**src/rtl/riscv_pkg.sv**
```systemverilog
// Shared core-wide constants for the fetch front end.
package riscv_pkg;

  localparam int XLEN = 32;
  localparam logic [XLEN-1:0] RESET_PC = 32'h0000_0000;
  localparam logic [XLEN-1:0] INST_NOP = 32'h0000_0013;
  localparam int PC_STEP = 4;

endpackage

```
**src/rtl/inst_prefetch_queue_if.sv**
```systemverilog
// Bundle of the instruction-memory, redirect and decode-side signals of the prefetch queue.
interface inst_prefetch_queue_if
  import riscv_pkg::*;
#(
  parameter int XLEN  = riscv_pkg::XLEN,
  parameter int DEPTH = 4
) ();

  logic                     imem_req;
  logic [XLEN-1:0]          imem_addr;
  logic [XLEN-1:0]          imem_rdata;
  logic                     redirect_valid;
  logic [XLEN-1:0]          redirect_pc;
  logic                     id_valid;
  logic [XLEN-1:0]          id_inst;
  logic [XLEN-1:0]          id_pc;
  logic                     id_ready;
  logic [$clog2(DEPTH):0]   occupancy;

  // master is the prefetch queue itself; slave is memory/execute/decode around it
  modport master (
    output imem_req, imem_addr, id_valid, id_inst, id_pc, occupancy,
    input  imem_rdata, redirect_valid, redirect_pc, id_ready
  );

  modport slave (
    input  imem_req, imem_addr, id_valid, id_inst, id_pc, occupancy,
    output imem_rdata, redirect_valid, redirect_pc, id_ready
  );

endinterface

```
**src/rtl/sync_fifo.sv**
```systemverilog
// Generic DEPTH x WIDTH synchronous FIFO with flush; head data reads as zero when empty.
module sync_fifo
  import riscv_pkg::*;
#(
  parameter int DEPTH = 4,
  parameter int WIDTH = 64
) (
  input  logic                   clk,
  input  logic                   rst,
  input  logic                   push,
  input  logic                   pop,
  input  logic                   flush,
  input  logic [WIDTH-1:0]       din,
  output logic [WIDTH-1:0]       head,
  output logic                   valid,
  output logic [$clog2(DEPTH):0] count
);

  localparam int PW = $clog2(DEPTH);
  localparam int CW = PW + 1;

  logic [WIDTH-1:0] mem_q [DEPTH];
  logic [PW-1:0]    wr_ptr_q, wr_ptr_d;
  logic [PW-1:0]    rd_ptr_q, rd_ptr_d;
  logic [CW-1:0]    count_q, count_d;
  logic             do_push, do_pop;

  assign do_pop  = pop && (count_q != '0);
  assign do_push = push && (count_q != CW'(DEPTH));

  // flush wins over any push or pop presented in the same cycle
  always_comb begin
    wr_ptr_d = wr_ptr_q;
    rd_ptr_d = rd_ptr_q;
    count_d  = count_q;
    if (flush) begin
      wr_ptr_d = '0;
      rd_ptr_d = '0;
      count_d  = '0;
    end else begin
      if (do_push) wr_ptr_d = wr_ptr_q + PW'(1);
      if (do_pop)  rd_ptr_d = rd_ptr_q + PW'(1);
      case ({do_push, do_pop})
        2'b10:   count_d = count_q + CW'(1);
        2'b01:   count_d = count_q - CW'(1);
        default: count_d = count_q;
      endcase
    end
  end

  always_ff @(posedge clk or posedge rst) begin
    if (rst) begin
      wr_ptr_q <= '0;
      rd_ptr_q <= '0;
      count_q  <= '0;
    end else begin
      wr_ptr_q <= wr_ptr_d;
      rd_ptr_q <= rd_ptr_d;
      count_q  <= count_d;
    end
  end

  always_ff @(posedge clk) begin
    if (do_push && !flush) mem_q[wr_ptr_q] <= din;
  end

  assign valid = (count_q != '0);
  assign head  = valid ? mem_q[rd_ptr_q] : '0;
  assign count = count_q;

endmodule

```
**src/rtl/inst_prefetch_queue.sv**
```systemverilog
// Fetch front end: PC generation, credit-limited imem reads and a prefetch FIFO toward decode.
module inst_prefetch_queue
  import riscv_pkg::*;
#(
  parameter int              XLEN     = riscv_pkg::XLEN,
  parameter int              DEPTH    = 4,
  parameter logic [XLEN-1:0] RESET_PC = riscv_pkg::RESET_PC
) (
  input  logic                  sys_clk,
  input  logic                  sys_rst,
  inst_prefetch_queue_if.master bus
);

  localparam int CW = $clog2(DEPTH) + 1;

  logic [XLEN-1:0] fetch_pc_q, fetch_pc_d;
  logic [XLEN-1:0] pc_q, pc_d;
  logic            req_q, req_d;

  logic [CW-1:0]     count;
  logic [CW:0]       credit_used;
  logic              issue_ok;
  logic              push, pop;
  logic              fifo_valid;
  logic [2*XLEN-1:0] fifo_head;
  logic [XLEN-1:0]   redirect_target;

  assign redirect_target = bus.redirect_pc & ~XLEN'(3);

  // the in-flight response holds a slot; a same-cycle pop is deliberately not credited
  assign credit_used = {1'b0, count} + {{CW{1'b0}}, req_q};
  assign issue_ok    = !bus.redirect_valid && (credit_used < (CW+1)'(DEPTH));

  assign bus.imem_req  = issue_ok && !sys_rst;
  assign bus.imem_addr = fetch_pc_q;

  assign push = req_q && !bus.redirect_valid;
  assign pop  = fifo_valid && bus.id_ready && !bus.redirect_valid;

  always_comb begin
    fetch_pc_d = fetch_pc_q;
    pc_d       = pc_q;
    req_d      = issue_ok;
    if (bus.redirect_valid) begin
      fetch_pc_d = redirect_target;
    end else if (issue_ok) begin
      fetch_pc_d = fetch_pc_q + XLEN'(PC_STEP);
      pc_d       = fetch_pc_q;
    end
  end

  always_ff @(posedge sys_clk or posedge sys_rst) begin
    if (sys_rst) begin
      fetch_pc_q <= RESET_PC;
      pc_q       <= '0;
      req_q      <= 1'b0;
    end else begin
      fetch_pc_q <= fetch_pc_d;
      pc_q       <= pc_d;
      req_q      <= req_d;
    end
  end

  sync_fifo #(
    .DEPTH (DEPTH),
    .WIDTH (2*XLEN)
  ) u_fifo (
    .clk   (sys_clk),
    .rst   (sys_rst),
    .push  (push),
    .pop   (pop),
    .flush (bus.redirect_valid),
    .din   ({bus.imem_rdata, pc_q}),
    .head  (fifo_head),
    .valid (fifo_valid),
    .count (count)
  );

  assign bus.id_valid  = fifo_valid;
  assign bus.id_inst   = fifo_head[2*XLEN-1:XLEN];
  assign bus.id_pc     = fifo_head[XLEN-1:0];
  assign bus.occupancy = count;

endmodule

```
**src/flat_wrapper.sv**
```systemverilog
// flat-port wrapper written by rule: the top's interface ports become plain ports
module inst_prefetch_queue_flat import riscv_pkg::*;
#(
  parameter int              XLEN     = riscv_pkg::XLEN,
  parameter int              DEPTH    = 4,
  parameter logic [XLEN-1:0] RESET_PC = riscv_pkg::RESET_PC
)
  (sys_clk, sys_rst, bus_imem_req, bus_imem_addr, bus_id_valid, bus_id_inst, bus_id_pc, bus_occupancy, bus_imem_rdata, bus_redirect_valid, bus_redirect_pc, bus_id_ready);
  inst_prefetch_queue_if #(.XLEN(XLEN), .DEPTH(DEPTH)) bus_i ();
  input  logic sys_clk;
  input  logic sys_rst;
  output wire logic [$bits(bus_i.imem_req)-1:0] bus_imem_req;
  output wire logic [$bits(bus_i.imem_addr)-1:0] bus_imem_addr;
  output wire logic [$bits(bus_i.id_valid)-1:0] bus_id_valid;
  output wire logic [$bits(bus_i.id_inst)-1:0] bus_id_inst;
  output wire logic [$bits(bus_i.id_pc)-1:0] bus_id_pc;
  output wire logic [$bits(bus_i.occupancy)-1:0] bus_occupancy;
  input wire logic [$bits(bus_i.imem_rdata)-1:0] bus_imem_rdata;
  input wire logic [$bits(bus_i.redirect_valid)-1:0] bus_redirect_valid;
  input wire logic [$bits(bus_i.redirect_pc)-1:0] bus_redirect_pc;
  input wire logic [$bits(bus_i.id_ready)-1:0] bus_id_ready;
  assign bus_imem_req = bus_i.imem_req;
  assign bus_imem_addr = bus_i.imem_addr;
  assign bus_id_valid = bus_i.id_valid;
  assign bus_id_inst = bus_i.id_inst;
  assign bus_id_pc = bus_i.id_pc;
  assign bus_occupancy = bus_i.occupancy;
  assign bus_i.imem_rdata = bus_imem_rdata;
  assign bus_i.redirect_valid = bus_redirect_valid;
  assign bus_i.redirect_pc = bus_redirect_pc;
  assign bus_i.id_ready = bus_id_ready;
  inst_prefetch_queue #(.XLEN(XLEN), .DEPTH(DEPTH), .RESET_PC(RESET_PC)) u_core (.sys_clk(sys_clk), .sys_rst(sys_rst), .bus(bus_i));
endmodule
```
**config.mk**
```make
export PLATFORM = sky130hd
export DESIGN_NAME = inst_prefetch_queue_flat
export DESIGN_NICKNAME = d
export VERILOG_FILES = /design/src/rtl/riscv_pkg.sv /design/src/rtl/inst_prefetch_queue_if.sv /design/src/rtl/sync_fifo.sv /design/src/rtl/inst_prefetch_queue.sv /design/src/flat_wrapper.sv
export SDC_FILE = /design/constraint.sdc
export NUM_CORES = 1
export LEC_CHECK = 0
export BUFFER_PORTS_ARGS = -buffer_cell sky130_fd_sc_hd__clkbuf_2
export CAP_MARGIN = 20
export CORE_MARGIN = 2
export CORE_UTILIZATION = 58
export CTS_CLUSTER_DIAMETER = 30
export CTS_CLUSTER_SIZE = 16
export DETAILED_ROUTE_END_ITERATION = 7
export GPL_ROUTABILITY_DRIVEN = 0
export GPL_TIMING_DRIVEN = 0
export HOLD_SLACK_MARGIN = 0.1
export PLACE_DENSITY = 0.84
export SKIP_LAST_GASP = 1
export SYNTH_ARGS = -nofsm -noshare
export SYNTH_HDL_FRONTEND = slang
export SYNTH_SLANG_ARGS = --single-unit
export TNS_END_PERCENT = 100
```
**constraint.sdc**
```tcl
create_clock -name sys_clk -period 3.6 [get_ports sys_clk]
set_input_delay 0.54 -clock sys_clk [delete_from_list [all_inputs] [get_ports sys_clk]]
set_output_delay 0.54 -clock sys_clk [all_outputs]
set_load 0.1 [all_outputs]
```
## Yosys cells after proc, flatten, opt, wreduce, memory -nomap -nowiden

Memories as Yosys holds them, arrays and structs flattened.
Cells that the tools add are included.
W data, S select, Z words.

| cells by class | value |
|---|---|
| add/subtract/negate cells | 6 |
| multiply operators | 0 |
| divide/modulo/power cells | 0 |
| magnitude comparators | 1 |
| eq/ne operators | 3 |
| shifts and indexed selects | 0 |
| muxes and demuxes | 11 |
| bitwise operators | 1 |
| reductions and logical operators | 16 |

Operator list:

| operator | number |
|---|---|
| $mux W32 | 2 |
| $mux W64 | 1 |
| $add A32 B3 Y32 const B | 1 |
| $logic_and A1 B1 Y1 | 8 |
| $mux W2 | 4 |
| $pmux W3 S2 | 1 |
| $reduce_bool A2 Y1 | 3 |
| $reduce_bool A3 Y1 | 2 |
| $add A2 B1 Y2 const B | 2 |
| $add A3 B1 Y4 | 1 |
| $lt A4 B3 Y1 const B | 1 |
| $add A3 B1 Y3 const B | 1 |
| $mux W3 | 1 |
| $ne A3 B3 Y1 const B | 1 |
| $sub A3 B1 Y3 const B | 1 |
| $eq A2 B1 Y1 const B | 1 |
| $eq A2 B2 Y1 const B | 1 |
| $logic_not A1 Y1 | 2 |
| $mux W1 | 2 |
| $reduce_and A2 Y1 | 1 |
| $not A1 Y1 | 1 |

| storage, ports and cells | value |
|---|---|
| bits in registers | 72 |
| bits in latches | 0 |
| RAM bits | 256 |
| memory bits (read-only) | 0 |
| memories kept | 1 |

Memories:

| name | depth | bits a word | rd ports | clocked after Yosys merged registers in | wr ports | line | source |
|---|---|---|---|---|---|---|---|
| u_core.u_fifo.mem_q | 4 | 64 | 1 | 0 | 1 | sync_fifo.sv:22 | `logic [WIDTH-1:0] mem_q [DEPTH];` |

## Longest topological paths before layout

| logic depth | value |
|---|---|
| word-level depth | 7 |
| depth in mapped cells | 7 |

## By module

Synthesis repeated with hierarchy kept, for this count alone.

| second synthesis, totals | value |
|---|---|
| cell total of the unflattened synthesis | 779 |
| area, all modules | 13317.8 µm² |

By module, submodules not included:

| module | times used | cells an instance | area each (µm²) | seq. area each (µm²) |
|---|---|---|---|---|
| sync_fifo | 1 | 468 | 10188.5 | 7862.5 |
| inst_prefetch_queue | 1 | 311 | 3129.3 | 1526.5 |

## Worst setup path before layout

Ideal clock, no wire load.

| timing | value |
|---|---|
| path kind | flip-flop to output port |
| start | register u_core.u_fifo.count_q[0] (netlist: u_core.u_fifo.count[0]) |
| end | output port bus_id_inst[22] |
| data arrival time | 3449 ps |
| data required time | 3060 ps |
| setup slack | -389 ps |
| stages on the path, launching flop included | 6 |
| buffers on the path | 3 |
| cells stage by stage | dfrtp_1 clkbuf_1 or3_1 clkbuf_1 clkbuf_1 and2_1 |

| on the way | value |
|---|---|
| word-level cells in the longest chain between the ends | 2 |

Ends and longest elaborated chain:

| item | line | source |
|---|---|---|
| start, declared | sync_fifo.sv:25 | `logic [CW-1:0] count_q, count_d;` |
| start signal, assigned | sync_fifo.sv:59 | `count_q <= count_d;` |
| $reduce_bool A3 Y1 | sync_fifo.sv:67 | `assign valid = (count_q != '0);` |
| named net bus_id_valid | flat_wrapper.sv:14 | `output wire logic [$bits(bus_i.id_valid)-1:0] bus_id_valid;` |
| $mux W64 | sync_fifo.sv:68 | `assign head = valid ? mem_q[rd_ptr_q] : '0;` |
| end, declared | flat_wrapper.sv:15 | `output wire logic [$bits(bus_i.id_inst)-1:0] bus_id_inst;` |

The timed path passes the listed nets, and every way through them passes these cells.

## Worst setup path in the final report

| timing | value |
|---|---|
| start | register u_core.u_fifo.rd_ptr_q[1] |
| end | output port bus_id_pc[14] |

| on the way | value |
|---|---|
| word-level cells in the longest chain between the ends | 2 |

Ends and longest elaborated chain:

| item | line | source |
|---|---|---|
| start, declared | sync_fifo.sv:24 | `logic [PW-1:0] rd_ptr_q, rd_ptr_d;` |
| start signal, assigned | sync_fifo.sv:58 | `rd_ptr_q <= rd_ptr_d;` |
| $mem_v2 Z4 W64 | - |  |
| $mux W64 | sync_fifo.sv:68 |  |
| end, declared | flat_wrapper.sv:16 | `output wire logic [$bits(bus_i.id_pc)-1:0] bus_id_pc;` |

No other way between the ends.

==> impl_metrics.env <==
export IMPL_root_buffer="clkbuf_16"
export IMPL_final_cell_mix="248 x edfxtp_1, 163 x clkbuf_2, 68 x dfrtp_1"
export IMPL_wl_per_cell_um=21.6
export IMPL_critPathKind="reg -> out"
export IMPL_drc=0
export IMPL_num_io_pins=169
export IMPL_syn2layout_area_growth_pct=24.3
export IMPL_cpMaxStageDelayCell="clkbuf_1"
export IMPL_avgSynthCellArea_um2=17.3
export IMPL_grt_first_pass_wirelength_mm=43.3
export IMPL_crit_path_frequent_cell="clkbuf_1"
export IMPL_ys_async_sr_fraction_pct=21.5
export IMPL_finalSetupTns_ns=0
export IMPL_clkTransAtPathRegs_ns=0.05
export IMPL_final_common_cell="edfxtp_1"
export IMPL_synth_distinct_cells=47
export IMPL_tritoncts="built"
export IMPL_cpPeakStageDelay_ns=0.66
export IMPL_yosysSeqAreaShare_pct=71.2
export IMPL_antenna_found_initial=0
export IMPL_path_cells="clkbuf_1 > clkbuf_1 > mux4_2 > and2_1 > clkbuf_2"
export IMPL_routed_wl_mm=27.9
export IMPL_r2r_cells=7
export IMPL_yosysWarnings=0
export IMPL_critPathLaunch="u_core.u_fifo.rd_ptr_q[1]"
export IMPL_grt_pass1_vias=7895
export IMPL_finalHoldViolations=0
export IMPL_cts_sinks=316
export IMPL_dieArea_um2=23400
export IMPL_syn_area_um2=12900
export IMPL_worstSetupEndpointType="output pin"
export IMPL_fin_nets=1038
export IMPL_clk_latency_ns=0.55
export IMPL_syn_inst=742
export IMPL_holdCritPathClass="in -> async"
export IMPL_rsz0062_at_grt="no"
export IMPL_cap_violations=0
export IMPL_groute_usage_overall_pct=23.8
export IMPL_status="completed"
export IMPL_worstReg2RegEnd="u_core.u_fifo.count[2]"
export IMPL_placed_cells=1190
export IMPL_cp_start_kind="flip-flop"
export IMPL_fmax_mhz=280
export IMPL_drive_gt1_share_pct=36.8
export IMPL_drt_pass1_iter_count=5
export IMPL_worst_slew_pin_slew_ns=0.954
export IMPL_fp_row_count=54
export IMPL_ctsResizeCount=0
export IMPL_vias=7659
export IMPL_num_antenna_cells=0
export IMPL_r2r_start="u_core.u_fifo.count[0]"
export IMPL_drt_iter0_drc=538
export IMPL_postLayoutCellArea_um2=16000
export IMPL_drv_slew=0
export IMPL_cts_buffers=54
export IMPL_synth_edf_count=248
export IMPL_ys_flop_type="edfxtp_1"
export IMPL_slew_headroom_pct=36.1
export IMPL_viasPerCell=5.95
export IMPL_grt_ovfl_total=0
export IMPL_setup_violations=0
export IMPL_core_um2=21800
export IMPL_critPathMaxFanout=10
export IMPL_instances_no_fill=1288
export IMPL_layout_min_cycle_time_ns=3.57
export IMPL_fillerInstances=1283
export IMPL_ys_seq_elements=316
export IMPL_place_hpwl_mm=17.3
export IMPL_arrival_ns=3.03
export IMPL_postCtsSetupBuffers=0
export IMPL_dpl_cell_area_um2=14100
export IMPL_required_ns=3.06
export IMPL_endpoint="bus_id_pc[14]"
export IMPL_grt_max_degree=70
export IMPL_ant_nets=0
export IMPL_chipWidth_um=153
export IMPL_r2r_setup_slack_ns=0.93
export IMPL_start_util_pct=58.9
export IMPL_hold_buffers=0
export IMPL_die_h_um=153
export IMPL_htreeDepth=2
export IMPL_ctsLongestPathBuffers=3
export IMPL_min_period_over_period_pct=99.1
export IMPL_io_buffers=161
export IMPL_fin_skew_ns=0.0110
[how the worst min path moves through the flow]
stage	start	to	slack [ns]
2_1_floorplan	u_core.pc_q[10]	u_core.u_fifo.mem_q[0][10]	0.47
3_3_place_gp	u_core.pc_q[20]	u_core.u_fifo.mem_q[1][20]	0.49
3_5_place_dp	u_core.pc_q[14]	u_core.u_fifo.mem_q[2][14]	0.50
4_1_cts	bus_redirect_pc[9]	u_core.bus.imem_addr[9]	0.18
5_1_grt	bus_redirect_pc[9]	u_core.bus.imem_addr[9]	0.20
6_report	sys_rst	u_core.pc_q[5]	0.17
[metrics by stage]
| stage | utilization [%] | hold slack, ns | setup WS, ns |
|---|---|---|---|
| 2_1_floorplan | - | 0.472 | 0.0193 |
| 3_3_place_gp | 64.3 | 0.494 | -1.01 |
| 3_5_place_dp | 64.8 | 0.499 | 0.499 |
| 4_1_cts | 73.3 | 0.184 | 0.0388 |
| 5_1_grt | 73.3 | 0.201 | 0.0101 |
| 6_report | 73.3 | 0.168 | 0.0334 |
[synth_stat cells (5+ instances only)]
master    instances  share of area (%)
nor4_1            5               0.24
inv_1             5               0.15
a31oi_1          12               0.58
nand2_1          31               0.91
o21ai_0          12               0.47
and2_1           70                3.4
nor2_1           19               0.55
xor2_1            9               0.61
nor2b_1           5               0.24
a21oi_1           7               0.27
and3_1            5               0.24
ha_1              5               0.49
mux4_2           62                 11
nand3_1          21               0.82
dfrtp_1          68                 13
edfxtp_1        248                 58
buf_2            10               0.39
nand4_1          15               0.73
mux2_2           31                2.7
or4_1            15               0.88
clkbuf_1         28               0.82
o31ai_1          14               0.82
[flip-flops by register name (all words and copies together), names as in the netlist]
| name | cells |
|---|---|
| u_core.u_fifo.mem_q | 248 |
| u_core.bus.imem_addr | 30 |
| u_core.pc_q | 30 |
| u_core.u_fifo.count | 3 |
| u_core.u_fifo.rd_ptr_q | 2 |
| u_core.u_fifo.wr_ptr_q | 2 |
| u_core.req_q | 1 |
[final cells by class]
class	count	area, um2	share of cell area (%)
Clock inverter	40	478	2.99
Timing Repair Buffer	165	901	5.63
Inverter	5	21.3	0.133
Clock buffer	60	1380	8.66
Multi-Input combinational cell	378	3510	22.0
Buffer	44	195	1.22
Tap cell	280	350	2.19
Sequential cell	316	9150	57.2
[logic make-up after synthesis]
kind of cell	Yosys count	share of synthesized area, %
xor gates and xnor gates	12	0.818
AOI/OAI and AO/OA	55	2.76
adders and majority gates	6	0.642
other	1	0.0292
and+or+nand+nor	206	9.15
DFF	316	71.2
buffers and inverters	51	1.71
muxes	95	13.7
[metal layers]
| metal | vias to the layer above | share of wire [%] | track usage (%) |
|---|---|---|---|
| met5 | - | 0 | 0 |
| met4 | 0 | 2.6 | 7.89 |
| met3 | 61 | 7.1 | 5.08 |
| met2 | 383 | 50 | 39.6 |
| met1 | 3832 | 40 | 32.0 |
| li1 | 3383 | - | - |
[critical path, delay by kind of cell, from the launching register on]
family                 cells  cell delay (ns)
buffers and inverters      3             1.49
multiplexers               1             0.47
flip-flops                 1             0.33
AND/OR/NAND/NOR            1             0.18
Power is left out: the tool's default activity adds up to more than one toggle a clock period on the data nets, which glitch-free logic cannot reach.
